`src/rtl/ordered_set_tx.sv`:
```
// PCIe ordered-set transmitter: expands a one-shot OS request into PIPE beats for
// 8b/10b (gen1/2) symbol mode or 128b/130b (gen3+) block mode.
package ordered_set_tx_pkg;
  typedef enum logic [2:0] {
    RATE_GEN1 = 3'd0,
    RATE_GEN2 = 3'd1,
    RATE_GEN3 = 3'd2,
    RATE_GEN4 = 3'd3,
    RATE_GEN5 = 3'd4
  } rate_speed_e;

  localparam logic [2:0] OS_TS1   = 3'd0;
  localparam logic [2:0] OS_TS2   = 3'd1;
  localparam logic [2:0] OS_EIEOS = 3'd2;
  localparam logic [2:0] OS_SKP   = 3'd3;
  localparam logic [2:0] OS_EIOS  = 3'd4;
  localparam logic [2:0] OS_LIDL  = 3'd5;
endpackage

// state   | meaning
// ST_IDLE | no OS in flight, request accepted immediately
// ST_SEND | presenting beats of the latched OS
module ordered_set_tx
  import ordered_set_tx_pkg::*;
#(
  parameter int DATA_WIDTH = 32
) (
  input  logic                    clk_i,
  input  logic                    rst_ni,
  input  rate_speed_e             curr_data_rate_i,
  input  logic [5:0]              pipe_width_i,
  input  logic                    os_valid_i,
  input  logic [2:0]              os_type_i,
  output logic                    os_ready_o,
  input  logic [7:0]              link_num_i,
  input  logic [7:0]              lane_num_i,
  input  logic [7:0]              n_fts_i,
  input  logic [7:0]              rate_id_i,
  input  logic [7:0]              train_ctrl_i,
  input  logic [7:0]              symbol6_i,
  input  logic                    link_pad_i,
  input  logic                    lane_pad_i,
  input  logic                    tx_ready_i,
  output logic [DATA_WIDTH-1:0]   data_o,
  output logic [DATA_WIDTH/8-1:0] data_k_o,
  output logic                    data_valid_o,
  output logic [1:0]              sync_header_o,
  output logic                    start_block_o,
  output logic                    os_done_o
);

  localparam int LANES = DATA_WIDTH / 8;

  typedef enum logic {ST_IDLE, ST_SEND} state_e;

  state_e            state_q, state_d;
  logic [2:0]        type_q, type_d;
  logic              g3_q, g3_d;
  logic [7:0]        link_q, link_d, lane_q, lane_d, nfts_q, nfts_d;
  logic [7:0]        rid_q, rid_d, ctrl_q, ctrl_d, sym6_q, sym6_d;
  logic              lpad_q, lpad_d, npad_q, npad_d;
  logic [2:0]        bpb_q, bpb_d;
  logic [4:0]        len_q, len_d;
  logic [7:0]        idx_q, idx_d;
  logic [DATA_WIDTH-1:0] data_q, data_d;
  logic [LANES-1:0]  k_q, k_d;
  logic              valid_q, valid_d;
  logic [1:0]        sync_q, sync_d;
  logic              start_q, start_d;
  logic              done_q, done_d;
  logic              rdy_q, rdy_d;
  logic              last_q, last_d;

  logic beat_acc, last_acc, accept, load, build;
  logic [7:0] sym_idx;
  logic [8:0] sym;

  function automatic logic [2:0] width_to_bpb(input logic [5:0] w);
    if (w == 6'd32 && LANES >= 4) return 3'd4;
    else if (w == 6'd16 && LANES >= 2) return 3'd2;
    else return 3'd1;
  endfunction

  // Returns {K, byte} for symbol i of the OS.
  function automatic logic [8:0] os_sym(
    input logic [2:0] t,
    input logic       g3,
    input logic [7:0] i,
    input logic [7:0] link,
    input logic [7:0] lane,
    input logic [7:0] nfts,
    input logic [7:0] rid,
    input logic [7:0] ctrl,
    input logic [7:0] s6,
    input logic       lpad,
    input logic       npad
  );
    logic [7:0] b;
    logic       k;
    logic [7:0] fill;
    b    = 8'h00;
    k    = 1'b0;
    fill = (t == OS_TS2) ? 8'h45 : 8'h4A;
    case (t)
      OS_TS1, OS_TS2: begin
        case (i)
          8'd0: begin
            if (g3) b = (t == OS_TS2) ? 8'h2D : 8'h1E;
            else begin b = 8'hBC; k = 1'b1; end
          end
          8'd1: begin
            if (lpad) begin b = 8'hF7; k = !g3; end
            else b = link;
          end
          8'd2: begin
            if (npad) begin b = 8'hF7; k = !g3; end
            else b = lane;
          end
          8'd3: b = nfts;
          8'd4: b = rid;
          8'd5: b = ctrl;
          8'd6: b = s6;
          default: b = fill;
        endcase
      end
      OS_EIEOS: begin
        if (g3) b = i[0] ? 8'hFF : 8'h00;
        else if (i == 8'd0) begin b = 8'hBC; k = 1'b1; end
        else if (i >= 8'd15) b = 8'h4A;
        else begin b = 8'hFC; k = 1'b1; end
      end
      OS_SKP: begin
        if (g3) begin
          if (i < 8'd12) b = 8'hAA;
          else if (i == 8'd12) b = 8'hE1;
          else b = 8'h00;
        end else begin
          b = (i == 8'd0) ? 8'hBC : 8'h1C;
          k = 1'b1;
        end
      end
      OS_EIOS: begin
        if (g3) b = 8'h66;
        else begin
          b = (i == 8'd0) ? 8'hBC : 8'h7C;
          k = 1'b1;
        end
      end
      default: b = 8'h00;
    endcase
    return {k, b};
  endfunction

  assign beat_acc   = valid_q && tx_ready_i;
  assign last_acc   = beat_acc && last_q;
  // Back-to-back acceptance has to see the live tx_ready_i on the final beat.
  assign os_ready_o = rdy_q || last_acc;
  assign accept     = os_valid_i && os_ready_o;
  assign load       = accept && (os_type_i <= OS_LIDL);

  always_comb begin
    state_d = state_q;
    type_d  = type_q;
    g3_d    = g3_q;
    link_d  = link_q;
    lane_d  = lane_q;
    nfts_d  = nfts_q;
    rid_d   = rid_q;
    ctrl_d  = ctrl_q;
    sym6_d  = sym6_q;
    lpad_d  = lpad_q;
    npad_d  = npad_q;
    bpb_d   = bpb_q;
    len_d   = len_q;
    idx_d   = idx_q;
    data_d  = data_q;
    k_d     = k_q;
    valid_d = valid_q;
    sync_d  = sync_q;
    start_d = start_q;
    build   = 1'b0;
    sym_idx = 8'h00;
    sym     = 9'h000;

    if (load) begin
      type_d  = os_type_i;
      g3_d    = (curr_data_rate_i >= RATE_GEN3);
      link_d  = link_num_i;
      lane_d  = lane_num_i;
      nfts_d  = n_fts_i;
      rid_d   = rate_id_i;
      ctrl_d  = train_ctrl_i;
      sym6_d  = symbol6_i;
      lpad_d  = link_pad_i;
      npad_d  = lane_pad_i;
      bpb_d   = width_to_bpb(pipe_width_i);
      len_d   = (g3_d || os_type_i <= OS_EIEOS) ? 5'd16 : 5'd4;
      idx_d   = 8'h00;
      state_d = ST_SEND;
      valid_d = 1'b1;
      start_d = g3_d;
      sync_d  = g3_d ? ((os_type_i == OS_LIDL) ? 2'b01 : 2'b10) : 2'b00;
      build   = 1'b1;
    end else if (beat_acc) begin
      if (last_q) begin
        state_d = ST_IDLE;
        valid_d = 1'b0;
        data_d  = '0;
        k_d     = '0;
        start_d = 1'b0;
        sync_d  = 2'b00;
      end else begin
        idx_d   = idx_q + {5'd0, bpb_q};
        start_d = 1'b0;
        build   = 1'b1;
      end
    end

    if (build) begin
      data_d = '0;
      k_d    = '0;
      for (int l = 0; l < LANES; l++) begin
        if (l < int'(bpb_d)) begin
          sym_idx = idx_d + 8'(l);
          sym = os_sym(type_d, g3_d, sym_idx, link_d, lane_d, nfts_d, rid_d,
                       ctrl_d, sym6_d, lpad_d, npad_d);
          data_d[8*l +: 8] = sym[7:0];
          k_d[l]           = sym[8];
        end
      end
    end

    done_d = last_acc;
    rdy_d  = (state_d == ST_IDLE);
    last_d = (state_d == ST_SEND) &&
             (({1'b0, idx_d} + {6'd0, bpb_d}) >= {4'd0, len_d});
  end

  always_ff @(posedge clk_i or negedge rst_ni) begin
    if (!rst_ni) begin
      state_q <= ST_IDLE;
      type_q  <= 3'd0;
      g3_q    <= 1'b0;
      link_q  <= 8'h00;
      lane_q  <= 8'h00;
      nfts_q  <= 8'h00;
      rid_q   <= 8'h00;
      ctrl_q  <= 8'h00;
      sym6_q  <= 8'h00;
      lpad_q  <= 1'b0;
      npad_q  <= 1'b0;
      bpb_q   <= 3'd1;
      len_q   <= 5'd0;
      idx_q   <= 8'h00;
      data_q  <= '0;
      k_q     <= '0;
      valid_q <= 1'b0;
      sync_q  <= 2'b00;
      start_q <= 1'b0;
      done_q  <= 1'b0;
      rdy_q   <= 1'b0;
      last_q  <= 1'b0;
    end else begin
      state_q <= state_d;
      type_q  <= type_d;
      g3_q    <= g3_d;
      link_q  <= link_d;
      lane_q  <= lane_d;
      nfts_q  <= nfts_d;
      rid_q   <= rid_d;
      ctrl_q  <= ctrl_d;
      sym6_q  <= sym6_d;
      lpad_q  <= lpad_d;
      npad_q  <= npad_d;
      bpb_q   <= bpb_d;
      len_q   <= len_d;
      idx_q   <= idx_d;
      data_q  <= data_d;
      k_q     <= k_d;
      valid_q <= valid_d;
      sync_q  <= sync_d;
      start_q <= start_d;
      done_q  <= done_d;
      rdy_q   <= rdy_d;
      last_q  <= last_d;
    end
  end

  assign data_o        = data_q;
  assign data_k_o      = k_q;
  assign data_valid_o  = valid_q;
  assign sync_header_o = sync_q;
  assign start_block_o = start_q;
  assign os_done_o     = done_q;

endmodule

```
`config.mk`:
```
export PLATFORM = sky130hd
export DESIGN_NAME = ordered_set_tx
export DESIGN_NICKNAME = d
export VERILOG_FILES = /design/src/rtl/ordered_set_tx.sv
export SDC_FILE = /design/constraint.sdc
export NUM_CORES = 1
export LEC_CHECK = 0
export CAP_MARGIN = 20
export CORE_UTILIZATION = 40
export CTS_BUF_LIST = sky130_fd_sc_hd__clkbuf_4 sky130_fd_sc_hd__clkbuf_8
export DETAILED_ROUTE_END_ITERATION = 7
export GPL_TIMING_DRIVEN = 0
export SETUP_SLACK_MARGIN = 0.02
export SYNTH_ARGS = -nofsm -noshare
export SYNTH_HDL_FRONTEND = slang
export SYNTH_SLANG_ARGS = --single-unit
```
`constraint.sdc`:
```
create_clock -name clk_i -period 11.75 [get_ports clk_i]
set_input_delay 2.35 -clock clk_i [delete_from_list [all_inputs] [get_ports clk_i]]
set_output_delay 2.35 -clock clk_i [all_outputs]
set_load 0.03 [all_outputs]
```
-- Word level (Yosys, flattened, before mapping)
Index checks and enable logic that the tools add are counted.
- logic and storage cells: 227
- input bits: 66
- output and inout bits: 42
- flip-flop bits (word level): 114
- eq/ne operators: 36
- add/subtract/negate cells: 5
- order comparisons: 16
- reduce and logical (&&, ||, !) cells: 21
- bitwise operators: 1
- mux-type cells: 126
- operator list (operator ; number):
    8-bit two-way mux ; 56
    8-bit case mux with 7 select lines ; 4
    32-bit two-way mux ; 4
    8-bit case mux with 4 select lines ; 4
    8-bit by 3-bit equality test with 1-bit output (second input constant) ; 12
    8-bit by 2-bit equality test with 1-bit output (second input constant) ; 8
    1-bit two-way mux ; 33
    8-bit by 1-bit equality test with 1-bit output (second input constant) ; 4
    8-bit by 4-bit equality test with 1-bit output (second input constant) ; 4
    8-bit by 4-bit >= comparator with 1-bit output (second input constant) ; 4
    8-bit zero test ; 4
    8-bit by 4-bit < comparator with 1-bit output (second input constant) ; 4
    1-bit case mux with 3 select lines ; 8
    4-bit two-way mux ; 5
    8-bit by 2-bit adder with 8-bit output (second input constant) ; 2
    2-bit two-way mux ; 6
    5-bit two-way mux ; 2
    8-bit by 3-bit adder with 9-bit output ; 1
    9-bit by 5-bit >= comparator with 1-bit output ; 1
    3-bit two-way mux ; 3
    8-bit by 1-bit adder with 8-bit output (second input constant) ; 1
    8-bit by 3-bit adder with 8-bit output ; 1
    2-bit nonzero test ; 4
    3-bit by 2-bit equality test with 1-bit output (second input constant) ; 2
    other kinds (19) ; 28

-- Longest topological paths before layout
Gate-level depths: netlist of the first run.
- depth in word-level cells: 14
- gate-level depth with buffers: 23
- gate-level depth less buffers: 17

-- Least setup slack after synthesis of the first run
OpenSTA, ideal clock, no wires.
- path kind: input -> register
- start: input port tx_ready_i
- end: register data_q[8] (netlist: data_o[8])
- stages: 21
- buffers on the path: 9
- required time: 11.624 ns
- library setup time: 0.126 ns
- path slack: 4.981 ns
- data arrival time: 6.643 ns
- cells stage by stage: buf_4 > a31o_2 > nand3_1 > buf_4 > buf_4 > buf_4 > buf_2 > clkbuf_1 > clkbuf_1 > buf_1 > nand2_1 > inv_1 > ha_1 > buf_2 > nand2_1 > xnor2_1 > a21oi_1 > and4_1 > and2_1 > a211o_1 > a221o_1
- word-level cells in the longest chain between the ends: 14
- elaborated cells between the ends (all ways): 57
- classes of those cells: 1 x add/sub; 2 x order compare; 12 x eq/ne; 31 x mux; 11 x reduce/logical
- RTL lines (item ; line ; text):
    from (decl) ; 43 ; input logic tx_ready_i,
    1-bit logical AND * ; 154 ; assign beat_acc = valid_q && tx_ready_i;
    1-bit logical AND * ; 155 ; assign last_acc = beat_acc && last_q;
    1-bit logical OR * ; 157 ; assign os_ready_o = rdy_q || last_acc;
    via os_ready_o ; 34 ; output logic os_ready_o,
    1-bit logical AND * ; 158 ; assign accept = os_valid_i && os_ready_o;
    1-bit logical AND * ; 159 ; assign load = accept && (os_type_i <= OS_LIDL);
    8-bit two-way mux * ; 185 ; if (load) begin
    via idx_d[1] ; 64 ; logic [7:0] idx_q, idx_d;
    8-bit by 1-bit adder with 8-bit output * ; 224 ; sym_idx = idx_d + 8'(l);
    parallel branches: the longest is 4 deep, another holds 8-bit by 4-bit < comparator with 1-bit output ; -- ;
    8-bit case mux with 4 select lines * ; 104 ; case (t)
    8-bit two-way mux * ; 223 ; if (l < int'(bpb_d)) begin
    32-bit two-way mux * ; 219 ; if (build) begin
    to (signal assigned) ; 278 ; data_q <= data_d;
    to (decl) ; 65 ; logic [DATA_WIDTH-1:0] data_q, data_d;
Mark *: on every way through the listed nets, which the timed path passes.
A chain may end at the register's enable or synchronous reset.

-- Final worst setup path of the first run
- start: input port os_type_i[2]
- end: register data_q[23] (netlist: data_o[23])
- word-level cells in the longest chain between the ends: 11
- elaborated cells between the ends (all ways): 54
- classes of those cells: 1 x add/sub; 4 x order compare; 12 x eq/ne; 30 x mux; 7 x reduce/logical
- RTL lines (item ; line ; text):
    from (decl) ; 33 ; input logic [2:0] os_type_i,
    3-bit <= comparator * ; 159 ;
    1-bit logical AND * ; 159 ;
    8-bit two-way mux * ; 185 ;
    via idx_d[1] ; 64 ;
    8-bit by 2-bit adder with 8-bit output * ; 224 ;
    8-bit by 4-bit >= comparator with 1-bit output / 8-bit by 4-bit equality test with 1-bit output (equally long branches) ; 129, 135 ;
    8-bit two-way mux (on tied branches) ; 129, 135 ;
    8-bit two-way mux (on tied branches) ; 128, 134 ;
    8-bit two-way mux (on tied branches) ; 127, 133 ;
    8-bit case mux with 4 select lines * ; 104 ;
    8-bit two-way mux * ; 223 ;
    32-bit two-way mux * ; 219 ;
The timed path passes the listed nets; every way through them passes the cells marked *.

==> flow_summary.json, run 1 <==
{
  "finalNetCount": 1294,
  "tightest_slew_ps": 1290,
  "htree_num_levels": 4,
  "cp-start-kind": "primary input",
  "setup_tns_ps": 0,
  "crit_arrival_ps": 9120,
  "yosysWarnings": 0,
  "cts_setup_buffers": 0,
  "hpwl_mm": 32.2,
  "io_pins": 108,
  "finalCritPeriodShare_pct": 74.0,
  "drtAntennaViolNets": 0,
  "clock.fmax_mhz": 115,
  "antenna_found_initial": 0,
  "cts_resized": 0,
  "ys_seq_area_share_pct": 32.5,
  "clock-sinks": 114,
  "finalSetupViolCount": 0,
  "ys_ff_latch": 114,
  "port_buffers": 101,
  "grt_pass1_wl_mm": 62.3,
  "clk_latency_ps": 480,
  "wl_per_cell_um": 28.1,
  "power_mw": 3.63,
  "start_util_pct": 41.2,
  "fp.coreArea_mm2": 0.0213,
  "min_period_ps": 8700,
  "dr_total_vias": 9708,
  "routabilityCongestion": 0.988,
  "syn_area_mm2": 0.00877,
  "async_reset_ff_share_pct": 100,
  "max-vdd-ir-drop_mv": 0.118,
  "cp_max_fo": 10,
  "grt.overflow.total": 0,
  "dieArea_mm2": 0.0225,
  "die_h_um": 150,
  "cts_made_buffers": 17,
  "grt_pass1_vias": 9394,
  "synth_flop_cell": "dfrtp_1",
  "avgSynthCellArea_um2": 8.06,
  "diodes": 0,
  "track_usage_pct": 38.8,
  "rows": 53,
  "fp.dieW_um": 150,
  "final-max-slew-violation-count": 0,
  "finClkSkew_ps": 9.41,
  "power_leakage_nw": 4.67,
  "grt_max_degree": 61,
  "required_ps": 12170,
  "drv_cap": 0,
  "layout-drive-gt1-share_pct": 9.47,
  "post-route-drc-count": 0,
  "first_pass_iters": 8,
  "drtIter0Drc": 988,
  "clockBufferDepth": 2,
  "crit_type": "in -> reg",
  "cts_tree": "built",
  "wl_mm": 42.2,
  "hold_viol": 0,
  "rsz0062_at_grt": "false",
  "min_path_type": "reg -> reg",
  "synth_cell_type_count": 98,
  "relSlewSlack_pct": 13.0,
  "synth_edf_count": 0,
  "viasPerCell": 6.47,
  "status": "completed",
  "cts.clk_slew.worst_paths_ps": 80,
  "syn2layout_area_growth_pct": 20.9,
  "cellPowerDensity_mw_per_mm2": 343,
  "hold_buffers": 0,
  "critPathCaptureType": "flip-flop",
  "synth_nets": 1170,
  "netlist_instances": 1088,
  "cts-root-buf": "clkbuf_8"
}
-- power by group --
group | switching (mW) | internal (mW)
Sequential | 0.0692 | 0.518
Clock | 0.205 | 0.225
Combinational | 1.87 | 0.742
-- cell usage after synthesis (all sizes together), types with 7 or more instances --
cell type  instances  area share (%)
a221oi            13             1.3
a2111oi            8             1.2
o221ai             8            0.80
o22ai             27             1.9
nand2            198             8.5
and3               7            0.50
or2                7            0.50
or3               14             1.1
a221o             13             1.5
dfrtp            113              32
o211ai            16             1.5
inv               42             1.8
o21ai             65             3.8
buf               30             2.2
xnor2             14             1.7
ha                14             2.0
a211oi            20             2.1
a21oi             80             4.9
a22oi             22             1.9
nor2              83             3.7
mux2i             29             3.6
clkbuf            38             1.7
o2111ai            7            0.70
nand2b            10            0.71
nor3              36             2.4
xor2               7            0.78
nand4              9            0.81
o31ai             12             1.0
a21o              12             1.0
and2               9            0.67
nand3             35             2.1
a31oi             15             1.1
-- cells by family after synthesis --
group | Yosys count | synth area share [%]
simple gates | 430 | 23.1
compound gates | 363 | 29.5
flops | 114 | 32.5
buf+inv | 112 | 5.91
mux | 32 | 4.02
xor+xnor | 21 | 2.53
fa+ha+maj | 16 | 2.45
-- worst max-delay path: stages --
cell	delay, ps
clkbuf_1	310
nand2_1	150
nand3_1	180
buf_4	240
buf_4	240
buf_4	250
buf_2	420
clkbuf_1	470
clkbuf_1	480
buf_1	490
nand2_1	180
inv_1	260
ha_1	180
buf_2	250
xnor2_1	210
a32oi_4	210
a2111oi_4	660
o21ai_2	160
or2_1	390
a211oi_1	790
or3_1	210
-- cell usage in the layout, fill, tap and decap left out, types with 12 or more instances in the layout --
cell / count
a211oi_1: 16
a21o_1: 12
a21oi_1: 77
a221o_1: 13
a221oi_1: 13
a22oi_1: 22
a31oi_1: 15
buf_2: 13
clkbuf_1: 36
clkbuf_8: 19
clkdlybuf4s50_1: 100
dfrtp_1: 113
ha_1: 14
inv_1: 41
mux2i_1: 26
nand2_1: 198
nand3_1: 33
nor2_1: 79
nor3_1: 33
o211ai_1: 14
o21ai_0: 60
o22ai_1: 27
o31ai_1: 12
or3_1: 13
-- metal layers --
metal  vias up  share of wire (%)  track usage [%]
li1       4269                  -                -
met1      4723                 42             51.7
met2       591                 44             58.9
met3       125                9.1             8.54
met4         0                4.9             19.5
met5         -                  0                0
-- flip-flops by register name (all words and copies together), names as in the netlist, 2 cells and up --
| name | flops |
|---|---|
| link_q | 8 |
| lane_q | 8 |
| sync_header_o | 2 |
| rid_q | 8 |
| data_k_o | 4 |
| bpb_q | 3 |
| idx_q | 8 |
| data_o | 32 |
| ctrl_q | 8 |
| nfts_q | 8 |
| sym6_q | 8 |
| type_q | 3 |
| len_q | 5 |
-- path summary, 6_finish.rpt --
check	startpoint	endpoint	slack, ps	cells past startpoint
setup / recovery	os_type_i[2]	data_o[23]$_DFFE_PN0P_	3050	21
hold / removal	state_q$_DFF_PN0_	rdy_q$_DFF_PN0_	470	1
setup reg to reg	data_valid_o$_DFFE_PN0P_	data_o[23]$_DFFE_PN0P_	4600	21
hold reg to reg	state_q$_DFF_PN0_	rdy_q$_DFF_PN0_	470	1
max in group asynchronous	rst_ni	bpb_q[0]$_DFF_PN1_	9200	2
min in group asynchronous	rst_ni	lane_q[1]$_DFF_PN0_	1810	1
-- metrics by stage --
stage	utilization, %	area [um^2]	worst slack [ps]	instances	hold slack [ps]
after floorplan	-	8770	4980	1088	432
after global routing	49.8	10600	2830	1500	501
after CTS	49.8	10600	3320	1500	472
after detailed placement	47.8	10200	2840	1468	453
after global placement	47.6	10100	2730	1464	446
final	49.8	10600	3050	1500	467
-- final cells by class --
type	instances	area, um^2
multi-input combinational	862	5400
fill	2155	10700
sequential	114	2850
timing repair buffer	105	1060
buffer	68	340
clock inverter	13	171
tap	275	344
clock buffer	19	262
inverter	44	178
No activity file was read; power rests on OpenSTA's default activity.
==> run 2: changes to the inputs <==
==> constraint.sdc (replaced) <==
create_clock -name clk_i -period 8.9 [get_ports clk_i]
set_input_delay 1.78 -clock clk_i [delete_from_list [all_inputs] [get_ports clk_i]]
set_output_delay 1.78 -clock clk_i [all_outputs]
set_load 0.03 [all_outputs]
==> results of run 2 <==
The final DEF is identical to that of run 1. Status: completed.
Main changes from that run: setup slack after placement 2840 ps -> 560 ps; setup slack after layout 3050 ps -> 772 ps; register-to-register setup slack 4600 ps -> 1750 ps; total power 3.63 mW -> 4.80 mW; worst IR drop on VDD 0.118 mV -> 0.156 mV
